<file path="config.mk">
export PLATFORM = sky130hd
export DESIGN_NAME = ex_mem_reg
export DESIGN_NICKNAME = d
export VERILOG_FILES = /design/src/rtl/ex_mem_reg.sv
export SDC_FILE = /design/constraint.sdc
export NUM_CORES = 1
export LEC_CHECK = 0
export BUFFER_PORTS_ARGS = -buffer_cell sky130_fd_sc_hd__buf_2
export CAP_MARGIN = 20
export CORE_AREA = 2 2 134 149
export CTS_CLUSTER_SIZE = 14
export DETAILED_ROUTE_END_ITERATION = 16
export DIE_AREA = 0 0 136 151
export GPL_ROUTABILITY_DRIVEN = 0
export GPL_TIMING_DRIVEN = 0
export PLACE_DENSITY = 0.58
export SYNTH_ARGS = -nofsm -noshare
export SYNTH_HDL_FRONTEND = slang
export SYNTH_SLANG_ARGS = --single-unit
</file>
<file path="constraint.sdc">
create_clock -name clk -period 1.9 [get_ports clk]
set_clock_uncertainty 0.2 [all_clocks]
set_input_delay 0 -clock clk [delete_from_list [all_inputs] [get_ports clk]]
set_output_delay 0 -clock clk [all_outputs]
set_load 0.1 [all_outputs]
</file>
<file path="src/rtl/ex_mem_reg.sv">
// EX/MEM pipeline register with valid tracking, stall/flush handling,
// branch squash and a two-state interrupt-acceptance FSM. An accepted
// interrupt replaces one valid EX instruction with a bubble and records
// that instruction's PC in epc.
module ex_mem_reg #(
  parameter int DW = 32,
  parameter int RW = 5
) (
  input  logic          clk,
  input  logic          reset,
  input  logic          validEX,
  input  logic [DW-1:0] pcEXin,
  input  logic [DW-1:0] branchaddrEX,
  input  logic [DW-1:0] aluresultEX,
  input  logic [DW-1:0] rtdataEX,
  input  logic [RW-1:0] writeregEX,
  input  logic          ALUequalEX,
  input  logic          MemWriteEX,
  input  logic          MemReadEX,
  input  logic          BranchEX,
  input  logic          RegWriteEX,
  input  logic          MemtoRegEX,
  input  logic          stall,
  input  logic          flush,
  input  logic          intterupt,
  input  logic          PCSrcMEM,
  output logic          validMEM,
  output logic [DW-1:0] branchaddrMEM,
  output logic [DW-1:0] memaddrMEM,
  output logic [DW-1:0] memwritedataMEM,
  output logic [RW-1:0] writeregMEM,
  output logic          ALUequalMEM,
  output logic          MemWriteMEM,
  output logic          MemReadMEM,
  output logic          BranchMEM,
  output logic          RegWriteMEM,
  output logic          MemtoRegMEM,
  output logic          irq_take,
  output logic [DW-1:0] epc
);

  localparam int NCTRL = 6;

  typedef enum logic {
    IDLE = 1'b0,
    PEND = 1'b1
  } irqState_t;

  irqState_t        stateReg;
  irqState_t        stateNext;
  logic             intteruptQ;
  logic             irqEdge;
  logic             normalCycle;
  logic             takeIrq;
  logic             loadBubble;
  logic [NCTRL-1:0] ctrlEX;
  logic [NCTRL-1:0] ctrlReg;

  // Control bits travel as one vector so they can share the gating logic.
  assign ctrlEX = {ALUequalEX, MemWriteEX, MemReadEX, BranchEX, RegWriteEX, MemtoRegEX};

  assign irqEdge     = intterupt & ~intteruptQ;
  // A normal load is the only kind of cycle in which an interrupt may be taken.
  assign normalCycle = ~flush & ~PCSrcMEM & ~stall;
  assign takeIrq     = (stateReg == PEND) & normalCycle & validEX;
  // flush, branch squash and interrupt take all turn the MEM slot into a bubble.
  assign loadBubble  = flush | PCSrcMEM | takeIrq;

  // Previous interrupt level, sampled every cycle for rising-edge detection.
  always_ff @(posedge clk or negedge reset) begin
    if (!reset) intteruptQ <= 1'b0;
    else        intteruptQ <= intterupt;
  end

  // Interrupt FSM next state: edges arriving while pending (or on the take) are dropped.
  always_comb begin
    stateNext = stateReg;
    case (stateReg)
      IDLE:    if (irqEdge) stateNext = PEND;
      PEND:    if (takeIrq) stateNext = IDLE;
      default: stateNext = IDLE;
    endcase
  end

  // Interrupt FSM state register.
  always_ff @(posedge clk or negedge reset) begin
    if (!reset) stateReg <= IDLE;
    else        stateReg <= stateNext;
  end

  // Registered take pulse lines up with the bubble in MEM; epc holds until the next take.
  always_ff @(posedge clk or negedge reset) begin
    if (!reset) begin
      irq_take <= 1'b0;
      epc      <= '0;
    end else begin
      irq_take <= takeIrq;
      if (takeIrq) epc <= pcEXin;
    end
  end

  // Datapath fields and valid bit: bubble beats stall, stall beats load.
  always_ff @(posedge clk or negedge reset) begin
    if (!reset) begin
      validMEM        <= 1'b0;
      branchaddrMEM   <= '0;
      memaddrMEM      <= '0;
      memwritedataMEM <= '0;
      writeregMEM     <= '0;
    end else if (loadBubble) begin
      validMEM        <= 1'b0;
      branchaddrMEM   <= '0;
      memaddrMEM      <= '0;
      memwritedataMEM <= '0;
      writeregMEM     <= '0;
    end else if (!stall) begin
      validMEM        <= validEX;
      branchaddrMEM   <= branchaddrEX;
      memaddrMEM      <= aluresultEX;
      memwritedataMEM <= rtdataEX;
      writeregMEM     <= writeregEX;
    end
  end

  genvar gi;
  generate
    for (gi = 0; gi < NCTRL; gi++) begin : g_ctrl
      logic bitReg;

      // One control bit: cleared by a bubble, qualified by validEX on load.
      always_ff @(posedge clk or negedge reset) begin
        if (!reset)          bitReg <= 1'b0;
        else if (loadBubble) bitReg <= 1'b0;
        else if (!stall)     bitReg <= ctrlEX[gi] & validEX;
      end

      assign ctrlReg[gi] = bitReg;
    end
  endgenerate

  assign {ALUequalMEM, MemWriteMEM, MemReadMEM, BranchMEM, RegWriteMEM, MemtoRegMEM} = ctrlReg;

endmodule

</file>
==> impl_table.tex, run 1 <==
\begin{tabular}{lr}
\hline
Metric & Value \\
\hline
\multicolumn{2}{l}{\textbf{Outcome}} \\
Outcome & complete, but fails checks \\
Violated checks & negative hold slack \\
\multicolumn{2}{l}{\textbf{Yosys}} \\
Post-Synthesis Cell Area & $\sim$5600 um\^{}2 \\
Largest area contributor in the synthesized netlist & sky130\_fd\_sc\_hd\_\_dfrtp\_1 \\
Gate Count Post-Synth & 421 \\
Seq cells post-synth & 143 \\
Cell variety after synth & 17 \\
Synthesized net count & 567 \\
Sequential cell area fraction in the yosys report & 0.637 \\
Yosys warns & 0 \\
Avg Synthesized Cell Area & 13.3 um\^{}2 \\
Dominant cells by area after synthesis & sky130\_fd\_sc\_hd\_\_dfrtp\_1, sky130\_fd\_sc\_hd\_\_mux2i\_1, sky130\_fd\_sc\_hd\_\_nor2\_1, sky130\_fd\_sc\_hd\_\_mux2\_2, sky130\_fd\_sc\_hd\_\_buf\_2 \\
Top cell type's share of synthesized area & 0.637 \\
\multicolumn{2}{l}{\textbf{Route}} \\
Average wire per standard cell & between 10 and 15 um \\
Detailed Route Iter0 Violations & 154 \\
Average vias per placed instance & 4.25 \\
Remaining antenna violation count after routing & 0 \\
Aggregate routed wire length & 16500 um \\
Drt pass-1 iters & 6 \\
Overall via count from detail\_route & 4802 \\
DRC errors left & 0 \\
\multicolumn{2}{l}{\textbf{Global routing}} \\
Wire length of the first global-routing pass & 25500 um \\
Number of antenna violations at the first check in global routing & 0 \\
Residual overflow from global routing & 0 \\
Maximum number of pins on one net before global-route repair & between 70 and 80 \\
Aggregate global-route resource usage & 0.160 \\
Via count of the first global-routing pass & approximately 5100 \\
\multicolumn{2}{l}{\textbf{Power}} \\
Max rail drop VDD & 0.000766 V \\
Leakage & roughly 5.1 nW \\
Pwr Total & 0.00968 W \\
Pwr/cell area & just over 1000 nW/um\^{}2 \\
Internal power component & 0.00577 W \\
Switching share of power & 0.404 \\
Relative contribution of combinational cells to total power & 0.325 \\
Proportion of power drawn by the clock network & 0.320 \\
Switching power & 0.00392 W \\
Part of the total power dissipated in sequential elements & 0.354 \\
\multicolumn{2}{l}{\textbf{Clock tree}} \\
Sinks on Clock Net & $\sim$140 \\
TritonCTS buffer count & 17 \\
Maximum root-to-sink buffer count & 2 \\
Insertion delay of the later-clocked pin in the worst-skew pair & between 0.4 and 0.5 ns \\
Reg clk slew, reported paths & roughly 0.060 ns \\
Level count of the clock H-tree & 4 \\
Clock tree from TritonCTS & yes \\
Clock root buffer & sky130\_fd\_sc\_hd\_\_clkbuf\_16 \\
\multicolumn{2}{l}{\textbf{STA}} \\
Fmax & 562 MHz \\
Max-slew violations & 0 \\
Final Critical Period & 1.78 ns \\
Worst hold-check slack & -0.0144 ns \\
Final cycle utilization of the critical path & 0.936 \\
Slew at the pin closest to its max-slew limit & 0.737 ns \\
Worst relative slew slack & 0.509 \\
RSZ-0062 raised after global routing & no \\
Final setup TNS & 0 ns \\
Setup-failing EPs final & 0 \\
Number of failing hold endpoints at the final stage & 10 \\
\multicolumn{2}{l}{\textbf{Worst setup path}} \\
Max Fanout on Critical Path & 10 \\
Endpoint of the worst register-to-register path & epc[8] \\
Endpoint of the most critical setup path & epc[8] \\
Nature of the critical path endpoint & flop \\
Launching point of the worst reg2reg path & stateReg \\
Arrival time reported for the critical path endpoint & 1.87 ns \\
Worst-case reg-to-reg path depth & 4 \\
Worst endpoint required time & between 1.5 and 2 ns \\
Reg-to-reg slack, setup & 0.12 ns \\
Worst setup path category & reg2reg \\
Origin of the worst setup path & stateReg \\
Element type at the critical path start & flop \\
\multicolumn{2}{l}{\textbf{Placed design}} \\
Port-buffer cells & 285 \\
Post-DP HPWL & $\sim$11000 um \\
\multicolumn{2}{l}{\textbf{Flow run}} \\
Max Cap Violations & 0 \\
\multicolumn{2}{l}{\textbf{Floorplanning}} \\
Core area & 19000 um\^{}2 \\
Initial Utilization & 0.296 \\
I/O pin cnt & 287 \\
FP Rows & 53 \\
Floorplan die area & 20500 um\^{}2 \\
Die width & between 100 and 150 um \\
DIE HEIGHT & 151 um \\
\multicolumn{2}{l}{\textbf{Finish}} \\
Post-layout net count & 1016 \\
Proportion of layout cells with a drive suffix above 1 & 0.425 \\
Number of diodes & 0 \\
Area delta synth->final & 67.0\% \\
\multicolumn{2}{l}{\textbf{Hold path}} \\
Hold Crit Class & in2async \\
\hline
\end{tabular}
state kept, by name, summed over array words and instances, names as in the netlist, 5 cells and up:
| register | cells |
|---|---|
| epc | 32 |
| writeregMEM | 5 |
| branchaddrMEM | 32 |
| memwritedataMEM | 32 |
| memaddrMEM | 32 |
how the worst min path moves through the flow:
stage                endpoint  cells after the start  startpoint  slack [ns]
2_1_floorplan     ALUequalMEM                      0       reset       -0.50
3_5_place_dp   memaddrMEM[17]                      1       reset       -0.12
6_report       memaddrMEM[17]                      2       reset       -0.01
3_3_place_gp       intteruptQ                      1   intterupt       -0.07
4_1_cts        memaddrMEM[17]                      2       reset        0.02
5_1_grt        memaddrMEM[14]                      2       reset        0.05
cells in the mapped netlist (all sizes together):
library cell,instances
nor4bb,1
mux2i,101
a21o,1
mux2,32
and2,1
nand3b,1
inv,1
buf,23
clkbuf,5
dfrtp,143
nand2,1
nor2,103
a22o,6
a21oi,1
nor3,1
worst max-delay path: stages (launching register included):
cell                       delay [ns]
sky130_fd_sc_hd__dfrtp_1         0.41
sky130_fd_sc_hd__nand3b_4        0.11
sky130_fd_sc_hd__nor3_4          0.37
sky130_fd_sc_hd__buf_6           0.22
sky130_fd_sc_hd__mux2_2          0.34
cells in the final DEF (no fill, tap or decap), types with 2 or more instances in the layout:
cell / count
sky130_fd_sc_hd__clkinvlp_4: 5
sky130_fd_sc_hd__inv_6: 5
sky130_fd_sc_hd__dfrtp_1: 143
sky130_fd_sc_hd__clkbuf_1: 4
sky130_fd_sc_hd__clkbuf_16: 17
sky130_fd_sc_hd__buf_2: 304
sky130_fd_sc_hd__buf_6: 4
sky130_fd_sc_hd__dlygate4sd3_1: 144
sky130_fd_sc_hd__mux2i_1: 101
sky130_fd_sc_hd__clkinv_2: 2
sky130_fd_sc_hd__a22o_1: 6
sky130_fd_sc_hd__clkinv_4: 2
sky130_fd_sc_hd__nor2_1: 103
sky130_fd_sc_hd__mux2_2: 31
area by class of cell:
class	instances	area, um^2
buffer	28	154
sequential	143	3580
multi-input combinational	249	1880
inverter	1	3.75
fill	1718	9590
clock inverter	14	109
clock buffer	18	439
timing repair buffer	430	2900
tap	247	309
routing by layer:
| layer | global-route usage | up-vias | routed length (um) |
|---|---|---|---|
| met1 | 0.179 | 2262 | 6510 |
| met4 | 0.0630 | 0 | 355 |
| met5 | 0 | - | 0 |
| met3 | 0.0459 | 28 | 1120 |
| met2 | 0.285 | 197 | 8490 |
| li1 | - | 2315 | - |
through the flow:
| stage | cells | area, um^2 | utilization | worst slack, ns | hold slack, ns |
|---|---|---|---|---|---|
| 2_1_floorplan | 421 | 5610 | - | 0.317 | -0.496 |
| 3_3_place_gp | 953 | 7350 | 0.388 | -1.52 | -0.0657 |
| 3_5_place_dp | 954 | 7380 | 0.389 | -0.0913 | -0.118 |
| 4_1_cts | 1130 | 9370 | 0.494 | 0.0602 | 0.0182 |
| 5_1_grt | 1130 | 9370 | 0.494 | 0.00773 | 0.0467 |
| 6_report | 1130 | 9370 | 0.494 | 0.122 | -0.0144 |
what timing repair did:
item | in CTS | in global routing
hold endpoints to repair | 285 | 0
setup endpoints to repair | 90 | 0
gates resized for setup | 1 | 0
setup buffers | 0 | 0
hold buffers | 144 | 0
logic make-up after synthesis:
family / Yosys count / synth area share
AOI/OAI and AO/OA: 8 / 0.0116
and+or+nand+nor: 108 / 0.0789
buffers and inverters: 29 / 0.0279
muxes: 133 / 0.244
DFF: 143 / 0.637
power by group through the flow:
stage / logic [W] / registers, W / clock network (W)
after floorplan: 0.000422 / 0.00537 / 0
after global placement: 0.00291 / 0.00347 / 0
after detailed placement: 0.00293 / 0.00348 / 0
after CTS: 0.00316 / 0.00343 / 0.00321
after global routing: 0.00327 / 0.00347 / 0.00334
final: 0.00315 / 0.00343 / 0.00310
(Power assumes the default switching activity.)
==> run 2: changes to the inputs <==
==> constraint.sdc (replaced) <==
create_clock -name clk -period 1.8 [get_ports clk]
set_clock_uncertainty 0.2 [all_clocks]
set_input_delay 0 -clock clk [delete_from_list [all_inputs] [get_ports clk]]
set_output_delay 0 -clock clk [all_outputs]
set_load 0.1 [all_outputs]
==> run 2 against run 1 <==
Net effect:
- the flow still finishes with violations (negative hold slack)
- critical path type unchanged
- fmax up 4.1%
- sequential power rose by 6%
- power is 5.6% higher
- cell area is 0.21% higher
- core utilization up 0.11 points
- die area unchanged
- setup slack worse by 0.030 ns
- non-clock buffer count up 1
- worst hold slack gained 0.0075 ns
- sequential share of layout area shrank 0.081 points
- clock-buffer cell count stayed put
==> impl_table.tex, run 2 (synthesis results as in run 1) <==
\begin{tabular}{lr}
\hline
Metric & Value \\
\hline
\multicolumn{2}{l}{\textbf{Global routing}} \\
Maximum number of pins on one net before global-route repair & 79 \\
Aggregate global-route resource usage & 0.160 \\
Residual overflow from global routing & 0 \\
Number of antenna violations at the first check in global routing & 0 \\
Via count of the first global-routing pass & slightly above 5000 \\
Wire length of the first global-routing pass & $\sim$26000 um \\
\multicolumn{2}{l}{\textbf{STA}} \\
Number of failing hold endpoints at the final stage & 7 \\
RSZ-0062 raised after global routing & no \\
Fmax & 586 MHz \\
Max-slew violations & 0 \\
Final Critical Period & 1.71 ns \\
Slew at the pin closest to its max-slew limit & approximately 0.74 ns \\
Final setup TNS & 0 ns \\
Worst relative slew slack & 0.507 \\
Setup-failing EPs final & 0 \\
Worst hold-check slack & -0.00688 ns \\
Final cycle utilization of the critical path & 0.949 \\
\multicolumn{2}{l}{\textbf{Clock tree}} \\
Insertion delay of the later-clocked pin in the worst-skew pair & 0.41 ns \\
Level count of the clock H-tree & 4 \\
TritonCTS buffer count & 17 \\
Clock tree from TritonCTS & yes \\
Maximum root-to-sink buffer count & 2 \\
Sinks on Clock Net & 143 \\
Clock root buffer & sky130\_fd\_sc\_hd\_\_clkbuf\_16 \\
Reg clk slew, reported paths & 0.06 ns \\
\multicolumn{2}{l}{\textbf{Worst setup path}} \\
Nature of the critical path endpoint & flop \\
Element type at the critical path start & flop \\
Arrival time reported for the critical path endpoint & 1.80 ns \\
Worst endpoint required time & $\sim$1.9 ns \\
Max Fanout on Critical Path & 10 \\
Launching point of the worst reg2reg path & stateReg \\
Reg-to-reg slack, setup & 0.09 ns \\
Worst setup path category & reg2reg \\
Endpoint of the worst register-to-register path & epc[8] \\
Worst-case reg-to-reg path depth & 5 \\
\multicolumn{2}{l}{\textbf{Finish}} \\
Number of diodes & 0 \\
Fin cells & 1131 \\
Most frequent cells in the layout & sky130\_fd\_sc\_hd\_\_buf\_2, sky130\_fd\_sc\_hd\_\_dlygate4sd3\_1, sky130\_fd\_sc\_hd\_\_dfrtp\_1, sky130\_fd\_sc\_hd\_\_nor2\_1, sky130\_fd\_sc\_hd\_\_mux2i\_1 \\
Most frequent standard cell in the layout excluding fill and tap cells & sky130\_fd\_sc\_hd\_\_buf\_2 \\
Core occupancy in the finished layout & 0.495 \\
Final std cell area, no fill & 9390 um\^{}2 \\
Proportion of layout cells with a drive suffix above 1 & 0.425 \\
Post-layout net count & 1017 \\
Area delta synth->final & 67.3\% \\
\multicolumn{2}{l}{\textbf{Placed design}} \\
Number of instances in the placed design & between 900 and 1000 \\
Post-DP HPWL & 10900 um \\
Placed Instance Area & about 7400 um\^{}2 \\
Port-buffer cells & approximately 290 \\
\multicolumn{2}{l}{\textbf{Route}} \\
Detailed Route Iter0 Violations & 144 \\
Average wire per standard cell & 14.6 um \\
Remaining antenna violation count after routing & 0 \\
Average vias per placed instance & between 4 and 5 \\
Drt pass-1 iters & 6 \\
Aggregate routed wire length & 16500 um \\
DRC errors left & 0 \\
Overall via count from detail\_route & around 4800 \\
\multicolumn{2}{l}{\textbf{Floorplanning}} \\
Die width & 136 um \\
Floorplan die area & 20500 um\^{}2 \\
I/O pin cnt & 287 \\
DIE HEIGHT & 151 um \\
Initial Utilization & 0.296 \\
Core area & 19000 um\^{}2 \\
FP Rows & 53 \\
\multicolumn{2}{l}{\textbf{Hold path}} \\
Hold Crit Class & in2async \\
\multicolumn{2}{l}{\textbf{Power}} \\
Pwr/cell area & 1090 nW/um\^{}2 \\
Max rail drop VDD & 0.000808 V \\
Leakage & roughly 5 nW \\
Pwr Total & 0.0102 W \\
\multicolumn{2}{l}{\textbf{Flow run}} \\
Max Cap Violations & 0 \\
\multicolumn{2}{l}{\textbf{Outcome}} \\
Violated checks & negative hold slack \\
Outcome & complete, but fails checks \\
\hline
\end{tabular}
-- run 2: final cells by class --
class,count,area (um^2)
Fill cell,1716,9570
Sequential cell,143,3580
Timing Repair Buffer,431,2920
Multi-Input combinational cell,249,1880
Clock buffer,18,439
Tap cell,247,309
Buffer,28,154
Clock inverter,14,109
Inverter,1,3.75
-- run 2: layer usage --
metal  part of all wire  routed length (um)  track usage
met5                  0                   0            0
met2               0.51                8490        0.285
met3              0.067                1110       0.0459
met4              0.022                 355       0.0630
met1               0.40                6550        0.179
-- run 2: timing repair --
item                       in CTS  in global routing
hold endpoints to repair      285                  0
gates resized for setup         1                  0
setup endpoints to repair     118                  0
hold buffers                  144                  0
setup buffers                   1                  0
-- run 2: worst max-delay path by stage --
stage	from	to	slack, ns	cells past startpoint
detailed placement	stateReg	memaddrMEM[24]	-0.19	5
finish	stateReg	epc[8]	0.09	5
global placement	reset	epc[30]	-1.62	1
floorplan	stateReg	epc[10]	0.22	4
CTS	stateReg	epc[8]	0.07	5
global route	stateReg	epc[8]	0.008	5
-- run 2: report_power, final --
group	switching [W]	internal, W	leakage (nW)	total (W)
combinational	0.00254	0.000785	2.92	0.00333
clock	0.00145	0.00182	0.256	0.00327
sequential	0.000136	0.00349	1.91	0.00362
-- run 2: critical path: stages, from the launching register on --
cell and delay [ns]:
sky130_fd_sc_hd__dfrtp_1 0.41, sky130_fd_sc_hd__nand3b_4 0.11, sky130_fd_sc_hd__nor3_4 0.22, sky130_fd_sc_hd__buf_12 0.15
sky130_fd_sc_hd__buf_6 0.15, sky130_fd_sc_hd__mux2_2 0.34
-- run 2: stage by stage --
| step | hold slack (ns) | setup slack (ns) |
|---|---|---|
| finish | -0.00688 | 0.0921 |
| global route | 0.0467 | 0.00799 |
| CTS | 0.0182 | 0.0707 |
| detailed placement | -0.118 | -0.191 |
| global placement | -0.0657 | -1.62 |
| floorplan | -0.496 | 0.217 |
==> run 3: changes to the inputs <==
--- a/config.mk
+++ b/config.mk
@@ -14,6 +14,7 @@
 export GPL_ROUTABILITY_DRIVEN = 0
 export GPL_TIMING_DRIVEN = 0
 export PLACE_DENSITY = 0.58
+export SETUP_SLACK_MARGIN = 0.5
 export SYNTH_ARGS = -nofsm -noshare
 export SYNTH_HDL_FRONTEND = slang
 export SYNTH_SLANG_ARGS = --single-unit
==> run 3 against run 2 <==
Net effect:
- the flow still finishes with violations (negative hold slack)
- setup slack better by 0.10 ns
- die area unchanged
- sequential share of layout area fell by 3.4 points
- cell area up 14%
- non-clock buffer count up 13
- via count grew 2.6%
- first-iteration DRC count fell by 15%
- combinational power up 14%
- fmax up 6.4%
- clock-buffer cell count is 3 higher
- critical endpoint is now epc[23]
- largest cell class is now buffers
==> impl_table.tex, run 3 (synthesis results as in run 1) <==
\begin{tabular}{lr}
\hline
Metric & Value \\
\hline
\multicolumn{2}{l}{\textbf{Power}} \\
Leakage & 5.28 nW \\
Max rail drop VDD & 0.000998 V \\
Pwr/cell area & 1060 nW/um\^{}2 \\
Pwr Total & 0.0113 W \\
\multicolumn{2}{l}{\textbf{Worst setup path}} \\
Arrival time reported for the critical path endpoint & roughly 1.7 ns \\
CP max stage delay & 0.39 ns \\
Worst-path cell chain & nand3b\_4 -> nor3\_4 -> buf\_12 -> buf\_12 -> mux2\_2 \\
Most common cell type on the critical path & sky130\_fd\_sc\_hd\_\_buf\_12 \\
Worst setup path category & reg2reg \\
Kind of cell adding the most delay to the critical path & flip-flops \\
Worst endpoint required time & approximately 1.9 ns \\
Element type at the critical path start & flop \\
Nature of the critical path endpoint & flop \\
Max Fanout on Critical Path & 7 \\
Bufs and invs on worst path & 2 \\
Slowest cell on crit path & sky130\_fd\_sc\_hd\_\_dfrtp\_1 \\
\multicolumn{2}{l}{\textbf{Placed design}} \\
Number of instances in the placed design & 954 \\
Port-buffer cells & 285 \\
Post-DP HPWL & 10900 um \\
\multicolumn{2}{l}{\textbf{STA}} \\
RSZ-0062 raised after global routing & yes \\
Final cycle utilization of the critical path & 0.892 \\
Worst relative slew slack & 0.630 \\
Slew at the pin closest to its max-slew limit & 0.555 ns \\
Setup-failing EPs final & 0 \\
Max-slew violations & 0 \\
Number of failing hold endpoints at the final stage & 52 \\
Fmax & slightly above 600 MHz \\
Final Critical Period & 1.61 ns \\
Worst hold-check slack & -0.0738 ns \\
\multicolumn{2}{l}{\textbf{Finish}} \\
Multi-input logic area & 2110 um\^{}2 \\
Fin cells & 1144 \\
Most frequent cells in the layout & sky130\_fd\_sc\_hd\_\_buf\_2, sky130\_fd\_sc\_hd\_\_dlygate4sd3\_1, sky130\_fd\_sc\_hd\_\_dfrtp\_2, sky130\_fd\_sc\_hd\_\_buf\_4, sky130\_fd\_sc\_hd\_\_mux2i\_1 \\
Post-layout net count & 1030 \\
Most frequent standard cell in the layout excluding fill and tap cells & sky130\_fd\_sc\_hd\_\_buf\_2 \\
Number of inserted filler cells in the final layout & around 1600 \\
Area delta synth->final & 91.2\% \\
Number of diodes & 0 \\
Proportion of layout cells with a drive suffix above 1 & 0.610 \\
Flip-flop and latch area & 3720 um\^{}2 \\
\multicolumn{2}{l}{\textbf{Clock tree}} \\
Insertion delay of the later-clocked pin in the worst-skew pair & $\sim$0.40 ns \\
Sinks on Clock Net & 143 \\
Clock tree from TritonCTS & yes \\
Level count of the clock H-tree & 4 \\
TritonCTS buffer count & 17 \\
Clock root buffer & sky130\_fd\_sc\_hd\_\_clkbuf\_16 \\
Number of hold-repair buffers added at the cts stage & around 140 \\
Reg clk slew, reported paths & about 0.060 ns \\
Maximum root-to-sink buffer count & 2 \\
\multicolumn{2}{l}{\textbf{Route}} \\
DRC errors left & 0 \\
Aggregate routed wire length & 18100 um \\
Average wire per standard cell & 15.8 um \\
Average vias per placed instance & 4.32 \\
Drt pass-1 iters & 4 \\
Overall via count from detail\_route & 4940 \\
Detailed Route Iter0 Violations & 122 \\
Remaining antenna violation count after routing & 0 \\
\multicolumn{2}{l}{\textbf{Global routing}} \\
Aggregate global-route resource usage & 0.167 \\
Maximum number of pins on one net before global-route repair & 74 \\
Wire length of the first global-routing pass & 26800 um \\
Via count of the first global-routing pass & 5337 \\
Number of antenna violations at the first check in global routing & 0 \\
Residual overflow from global routing & 0 \\
\multicolumn{2}{l}{\textbf{Outcome}} \\
Violated checks & negative hold slack \\
Outcome & complete, but fails checks \\
\multicolumn{2}{l}{\textbf{Floorplanning}} \\
Core area & 19000 um\^{}2 \\
Die width & 136 um \\
Floorplan die area & 20500 um\^{}2 \\
I/O pin cnt & around 290 \\
FP Rows & 53 \\
DIE HEIGHT & 151 um \\
Initial Utilization & 0.296 \\
\multicolumn{2}{l}{\textbf{Flow run}} \\
Max Cap Violations & 0 \\
\multicolumn{2}{l}{\textbf{Hold path}} \\
Hold Crit Class & in2reg \\
\hline
\end{tabular}
run 3: cell types whose count changed in the layout (fill, tap and decap cells not counted), sizes merged:
cell,before,now
clkbuf,23,29
bufinv,0,4
bufbuf,0,1
clkinv,4,1
dlygate4sd3,144,142
buf,310,321
clkinvlp,5,3
inv,6,4
run 3: where the power goes:
part | switching [W] | internal (W)
clock | 0.00140 | 0.00245
sequential | 0.000187 | 0.00350
combinational | 0.00262 | 0.00119
run 3: layout make-up:
class,count,area share
plain buffers,28,0.0274
clock buffers,21,0.0438
clock inverters,11,0.0166
inverters,1,0.000350
multi-input cells,249,0.196
flip-flops and latches,143,0.346
well taps,247,0.0288
repair buffers,444,0.340
run 3: path summary, 6_finish.rpt:
check	start	endpoint	slack (ns)	cells past startpoint
setup / recovery	stateReg	epc[23]	0.19	5
hold / removal	PCSrcMEM	writeregMEM[0]	-0.07	5
setup reg to reg	stateReg	epc[23]	0.19	5
hold reg to reg	MemReadMEM	MemReadMEM	0.30	1
max in group asynchronous	reset	MemtoRegMEM	0.68	3
min in group asynchronous	reset	memaddrMEM[14]	-0.06	2
run 3: through the flow:
stage | util | setup TNS [ns] | cell area, um^2 | setup WS [ns]
global placement | 0.395 | -264.01 | 7490 | -1.92
global route | 0.566 | 0 | 10700 | 0.144
CTS | 0.541 | 0 | 10300 | 0.175
floorplan | - | 0 | 5760 | 0.217
detailed placement | 0.397 | 0 | 7530 | 0.00354
finish | 0.566 | 0 | 10700 | 0.195
run 3: what timing repair did:
item                                    4_1_cts  5_1_grt
buffers inserted                              7        3
endpoints found under the setup margin      283      249
gates cloned                                  2        4
hold endpoints to repair                    286       14
resized for setup                           192      101
pin swaps                                     2        4
run 3: routing by layer:
layer / track usage / vias up / wire length (um)
met5: 0 / - / 0
met4: 0.0594 / 0 / 407
met3: 0.0455 / 25 / 1090
met2: 0.299 / 179 / 9440
met1: 0.192 / 2391 / 7130
li1: - / 2345 / -
run 3: tightest hold or removal path, stage by stage:
cell and delay, ns:
sky130_fd_sc_hd__buf_2 0.11, sky130_fd_sc_hd__nor2_1 0.11, sky130_fd_sc_hd__nand2_8 0.12, sky130_fd_sc_hd__buf_8 0.12
sky130_fd_sc_hd__nor2_2 0.04
